`src/rtl/ir_loader_pkg.sv`:
```
// Shared types and defaults for the IR image loader.
package ir_loader_pkg;

  localparam int DATA_WIDTH_DEF = 8;
  localparam int ADDR_WIDTH_DEF = 8;

  typedef enum logic [1:0] {
    LDR_IDLE  = 2'd0,
    LDR_REQ   = 2'd1,
    LDR_WRITE = 2'd2,
    LDR_DONE  = 2'd3
  } ldr_state_t;

endpackage

```
`src/rtl/ir_loader.sv`:
```
// Copies DEPTH instruction words from memory (starting at BASE_ADDR) into the IR regfile.
// Optional running checksum of the written words: define IR_LOADER_CHECKSUM_EN.
module ir_loader
  import ir_loader_pkg::*;
#(
  parameter int                    DATA_WIDTH = DATA_WIDTH_DEF,
  parameter int                    ADDR_WIDTH = ADDR_WIDTH_DEF,
  parameter int                    DEPTH      = 256,
  parameter logic [ADDR_WIDTH-1:0] BASE_ADDR  = '0
) (
  input  logic                  clk,
  input  logic                  rst,
  input  logic                  i_start,
  output logic                  o_mem_req,
  output logic [ADDR_WIDTH-1:0] o_mem_addr,
  input  logic                  i_mem_ack,
  input  logic [DATA_WIDTH-1:0] i_mem_data,
  output logic                  o_rf_we,
  output logic [ADDR_WIDTH-1:0] o_rf_addr,
  output logic [DATA_WIDTH-1:0] o_rf_data,
  output logic                  o_busy,
  output logic                  o_init_finished
`ifdef IR_LOADER_CHECKSUM_EN
  ,
  output logic [DATA_WIDTH-1:0] o_checksum
`endif
);

  localparam logic [ADDR_WIDTH-1:0] LAST_IDX = ADDR_WIDTH'(DEPTH - 1);

  ldr_state_t            state;
  logic [ADDR_WIDTH-1:0] idx;

  // Address simply increments per word, so BASE_ADDR+idx wraps naturally.
  always_ff @(posedge clk) begin
    if (rst) begin
      state           <= LDR_IDLE;
      idx             <= '0;
      o_mem_req       <= 1'b0;
      o_mem_addr      <= '0;
      o_rf_we         <= 1'b0;
      o_rf_addr       <= '0;
      o_rf_data       <= '0;
      o_busy          <= 1'b0;
      o_init_finished <= 1'b0;
`ifdef IR_LOADER_CHECKSUM_EN
      o_checksum      <= '0;
`endif
    end else begin
      o_rf_we <= 1'b0;
      case (state)
        LDR_IDLE, LDR_DONE: begin
          if (i_start) begin
            state           <= LDR_REQ;
            idx             <= '0;
            o_mem_addr      <= BASE_ADDR;
            o_mem_req       <= 1'b1;
            o_busy          <= 1'b1;
            o_init_finished <= 1'b0;
`ifdef IR_LOADER_CHECKSUM_EN
            o_checksum      <= '0;
`endif
          end
        end
        LDR_REQ: begin
          if (i_mem_ack) begin
            state     <= LDR_WRITE;
            o_mem_req <= 1'b0;
            o_rf_we   <= 1'b1;
            o_rf_addr <= idx;
            o_rf_data <= i_mem_data;
`ifdef IR_LOADER_CHECKSUM_EN
            o_checksum <= o_checksum + i_mem_data;
`endif
          end
        end
        LDR_WRITE: begin
          if (idx == LAST_IDX) begin
            state           <= LDR_DONE;
            o_busy          <= 1'b0;
            o_init_finished <= 1'b1;
          end else begin
            state      <= LDR_REQ;
            idx        <= idx + 1'b1;
            o_mem_addr <= o_mem_addr + 1'b1;
            o_mem_req  <= 1'b1;
          end
        end
        default: state <= LDR_IDLE;
      endcase
    end
  end

endmodule

```
`config.mk`:
```
export PLATFORM = sky130hd
export DESIGN_NAME = ir_loader
export DESIGN_NICKNAME = d
export VERILOG_FILES = /design/src/rtl/ir_loader_pkg.sv /design/src/rtl/ir_loader.sv
export SDC_FILE = /design/constraint.sdc
export NUM_CORES = 1
export LEC_CHECK = 0
export ABC_AREA = 1
export CAP_MARGIN = 20
export CORE_UTILIZATION = 50
export DETAILED_ROUTE_END_ITERATION = 16
export GPL_TIMING_DRIVEN = 0
export HOLD_SLACK_MARGIN = 0.02
export PLACE_DENSITY_LB_ADDON = 0.15
export SLEW_MARGIN = 20
export SYNTH_ARGS = -nofsm -noshare
export SYNTH_HDL_FRONTEND = slang
export SYNTH_SLANG_ARGS = --single-unit
```
`constraint.sdc`:
```
create_clock -name clk -period 2.04 [get_ports clk]
set_input_delay 0.306 -clock clk [delete_from_list [all_inputs] [get_ports clk]]
set_output_delay 0.306 -clock clk [all_outputs]
set_load 0.03 [all_outputs]
```
# [Word level (Yosys, flattened, before mapping)]
# Cells that the tools add are included.
[op_classes] n_reduce_logical=9 n_mux=19 n_eq_ne=8 addsub=2 n_bitwise=1
[op_table] op="one-hot mux 8 bit (2 select lines)" n=2
[op_table] op="2-to-1 mux 8 bit" n=3
[op_table] op="adder 8 x 1 -> 8 bit (second input constant)" n=2
[op_table] op="AND reduction 3 bit" n=3
[op_table] op="equality test 8 bit (second input constant)" n=1
[op_table] op="inequality test 2 bit (second input constant)" n=4
[op_table] op="2-to-1 mux 1 bit" n=7
[op_table] op="2-to-1 mux 2 bit" n=3
[op_table] op="one-hot mux 2 bit (3 select lines)" n=1
[op_table] op="equality test 2 bit (second input constant)" n=2
[op_table] op="one-hot mux 1 bit (2 select lines)" n=2
[op_table] op="AND reduction 2 bit" n=2
[op_table] op="OR reduction 2 bit" n=2
[op_table] op="one-hot mux 1 bit (3 select lines)" n=1
[op_table] op="equality test 2 x 1 -> 1 bit (second input constant)" n=1
[op_table] op="logical NOT 2 bit" n=1
[op_table] op="nonzero test 2 bit" n=1
[op_table] op="NOT 1 bit" n=1
[totals] elab_cells=48 out_inout_bits=28 register_bits=38

# [Depth between registers and ports, before layout]
[depth] word_depth=4 ltp_mapped=11 ltp_nobuf=10

# [Worst setup path before layout]
# OpenSTA, ideal clock, no wires.
[synth_path] path_type="flip-flop to flip-flop" from="register state[0]" to="register o_mem_addr[6]" required_time_ns=1.982 path_slack_ns=0.532 arrival_time_ns=1.450 period_less_slack_ns=1.508 stages_incl_launch_ff=11 cell_sequence="dfxtp_1 inv_1 ha_1 inv_1 nor2_1 a21oi_4 nand2_2 buf_6 nor2_1 nand2_1 nand2_1"
[synth_via] elab_chain_cells=4 word_cells_on_any_way=9
[synth_rtl] item="start: declaration" line="ir_loader.sv:31" source="ldr_state_t state;"
[synth_rtl] item="start signal: assignment" line="ir_loader.sv:37" source="state <= LDR_IDLE;"
[synth_rtl] item="start signal: assignment" line="ir_loader.sv:54" source="state <= LDR_REQ;"
[synth_rtl] item="start signal: assignment" line="ir_loader.sv:67" source="state <= LDR_WRITE;"
[synth_rtl] item="equality test 2 bit or logical NOT 2 bit (tied branches)" line="ir_loader.sv:51" source="case (state)"
[synth_rtl] item="OR reduction 2 bit" line="ir_loader.sv:51"
[synth_rtl] item="inequality test 2 bit (no line) or nonzero test 2 bit (tied branches)"
[synth_rtl] item="AND reduction 3 bit (no line)"
[synth_rtl] item="end signal: assignment" line="ir_loader.sv:85" source="o_mem_addr <= o_mem_addr + 1'b1;"
[synth_rtl] item="end: declaration" line="ir_loader.sv:15" source="output logic [ADDR_WIDTH-1:0] o_mem_addr,"
# Several ways; a longest one is shown, not always the timed one.
# A chain may end at the register's enable or synchronous reset.

# [Worst setup path after layout]
[layout_path] from="register o_mem_addr[3]" to="output port o_mem_addr[3]"
# No word-level cell between the ends.

==> impl_metrics.ini <==
[status]
status = finished, final reports clean

[clock_tree]
tritoncts = built
root_buffer = clkbuf_4
cts_made_buffers = 5
cts_buffer_depth = 2
clkTransAtPathRegs_ns = 0.11
holdBufCountCts = 0
htree_levels = 2
clock_latency_ns = 0.34
post-cts-setup-buffers = 0
clock-sinks = 38
cts_resized = 0

[power_and_ir_drop]
power.density_nw_per_um2 = 772
ir_drop_mv = 0.572
power_leakage_nw = 1.02

[worst_setup_path]
path_cells = clkdlybuf4s50_1
endpoint_kind = output pin
startpoint = o_mem_addr[3]$_SDFFE_PP0P_
r2r-end = o_mem_addr[6]$_SDFFE_PP0P_
r2r_cells = 10
worst-setup-path-type = reg2out
crit_path_end = o_mem_addr[3]
r2r_start = state[0]$_SDFFE_PP0P_
cp.required_ns = 1.73
crit_buf_inv = 1
worstPathMaxFanout = 6
slowest_delay_ns = 0.71
r2r_slack_ns = 0.29
path_delay_family = buffers and inverters
startpoint_type = flop
cp.depth = 1
arrival_ns = 1.50
cpMaxStageDelayCell = clkdlybuf4s50_1

[floorplanning]
die_h_um = 62.3
start_util_pct = 53.3
dieArea_sq_um = 3890
io_pins = 40
core_area_sq_um = 3420
placementRows = 21
die_w_um = 62.3

[sta]
fin_crit_sh_pct = 88.4
slew_headroom_pct = 71.2
fin_ws_ns = 0.237
fmax_ghz = 0.555
clock_skew_ns = 0.0106
final.setup.tns_ns = 0
hold_viol = 0
rsz0062_at_grt = no
final-setup-viol-count = 0
drv_slew = 0
min_period_ns = 1.80
max_slew.worst_pin.slew_ns = 0.432

[synthesis]
synth_seq_cells = 38
avgSynthCellArea_sq_um = 6.84
netlist_area_sq_um = 1820
yosys_warnings = 0
ys_types = 25
netlist_instances = 266
syn_nets = 282
ys_seq_area_share_pct = 41.8

[detailed_routing]
via_count = 1744
firstDrtPassIters = 4
drtIter0Drc = 77
drc_errors = 0
wl_mm = 3.99
viasPerCell = 4.87
wire_per_inst_um = 11.1
ant_nets = 0

[placed_design]
io_buffers = 39
gp_congestion = 0.865
place_ws_ns = 0.263
dpl_cell_area_sq_um = 2270
dp_hpwl_mm = 2.92

[finish]
design_area_sq_um = 2350
drive_gt1_share_pct = 7.69
area_delta_synth_final_pct = 29.1
diodes = 0
fill_cells = 310
fin_nets = 328

[global_routing]
grt_max_degree = 12
antenna_found_initial = 0
grt_overflow = 0
grt_pass1_wl_mm = 6.96
grt_pass1_vias = 1585
track_usage_pct = 22.8

[flow_run]
drv_cap = 0

[hold_path]
hold_class = reg2reg
[cell families (layout without fill, tap and decap cells)]
logic type | Yosys count | after routing | synth area share [%]
DFF | 38 | 38 | 41.8
buffers and inverters | 43 | 89 | 10.4
and+or+nand+nor | 141 | 141 | 33.1
adders and majority gates | 4 | 4 | 2.75
AOI/OAI and AO/OA | 40 | 40 | 12.0
[report_power, final]
| part | switching [mW] | total [mW] | internal (mW) | leakage [nW] |
|---|---|---|---|---|
| registers | 0.0328 | 0.829 | 0.796 | 0.310 |
| logic | 0.283 | 0.465 | 0.182 | 0.663 |
| clock network | 0.235 | 0.520 | 0.285 | 0.0443 |
| total | 0.551 | 1.81 | 1.26 | 1.02 |
[cell usage in the layout (no fill, tap or decap), types with 3 or more instances in the layout]
cell type	n
nand2_2	3
clkdlybuf4s50_1	39
a21oi_1	17
clkbuf_1	4
nand2_1	63
nor2_1	49
dfxtp_1	38
ha_1	4
nand3_1	16
inv_1	31
clkbuf_4	5
o21ai_0	20
[layer usage]
metal  wire [um]  global-route usage [%]  vias up
met5           0                       0        -
met4          71                    9.01        0
met3         191                    5.88        6
met2        1810                    38.0       39
met1        1910                    27.8      772
li1            -                       -      927
[state kept, by name, summed over array words and instances (netlist names)]
register         flops
idx                  8
o_mem_addr           8
o_rf_addr            8
o_rf_data            8
state                2
o_busy               1
o_init_finished      1
o_mem_req            1
o_rf_we              1
[cell type report]
cell class / instances / area [sq um] / share of cell area [%]
Buffer: 10 / 62.6 / 2.66
Clock buffer: 6 / 51.3 / 2.18
Clock inverter: 1 / 30.0 / 1.28
Inverter: 33 / 126 / 5.38
Multi-Input combinational cell: 185 / 871 / 37.1
Sequential cell: 38 / 761 / 32.4
Tap cell: 46 / 57.6 / 2.45
Timing Repair Buffer: 39 / 390 / 16.6
[synthesized netlist by cell type (all sizes together)]
library cell | number | area share, %
a21boi | 1 | 0.41
o21ai | 20 | 5.5
nand2 | 66 | 14
nand4 | 2 | 0.69
nor3 | 2 | 0.55
buf | 6 | 2.6
nor3b | 1 | 0.41
a21oi | 19 | 6.0
inv | 33 | 6.9
dfxtp | 38 | 42
nor2 | 52 | 12
clkbuf | 4 | 0.82
nand3 | 17 | 5.4
nand3b | 1 | 0.41
ha | 4 | 2.7
[stage by stage]
stage	cells	power [mW]	utilization, %	hold slack, ns
2_1_floorplan	266	1.15	-	0.444
4_1_cts	358	1.83	68.8	0.472
3_5_place_dp	351	1.31	66.4	0.454
6_report	358	1.81	68.8	0.464
5_1_grt	358	1.92	68.8	0.492
3_3_place_gp	351	1.30	66.4	0.453
[worst min-delay path by stage]
stage,startpoint,to,slack [ns],cells past startpoint
3_3_place_gp,o_mem_req$_SDFFE_PP0P_,o_mem_req$_SDFFE_PP0P_,0.45,2
2_1_floorplan,idx[4]$_SDFFE_PP0P_,o_rf_addr[4]$_SDFFE_PP0P_,0.44,2
6_report,o_mem_req$_SDFFE_PP0P_,o_mem_req$_SDFFE_PP0P_,0.46,2
5_1_grt,o_mem_req$_SDFFE_PP0P_,o_mem_req$_SDFFE_PP0P_,0.49,2
4_1_cts,o_mem_req$_SDFFE_PP0P_,o_mem_req$_SDFFE_PP0P_,0.47,2
3_5_place_dp,o_init_finished$_SDFFE_PP0P_,o_init_finished$_SDFFE_PP0P_,0.45,2
Power figures use the tool's default switching activity.
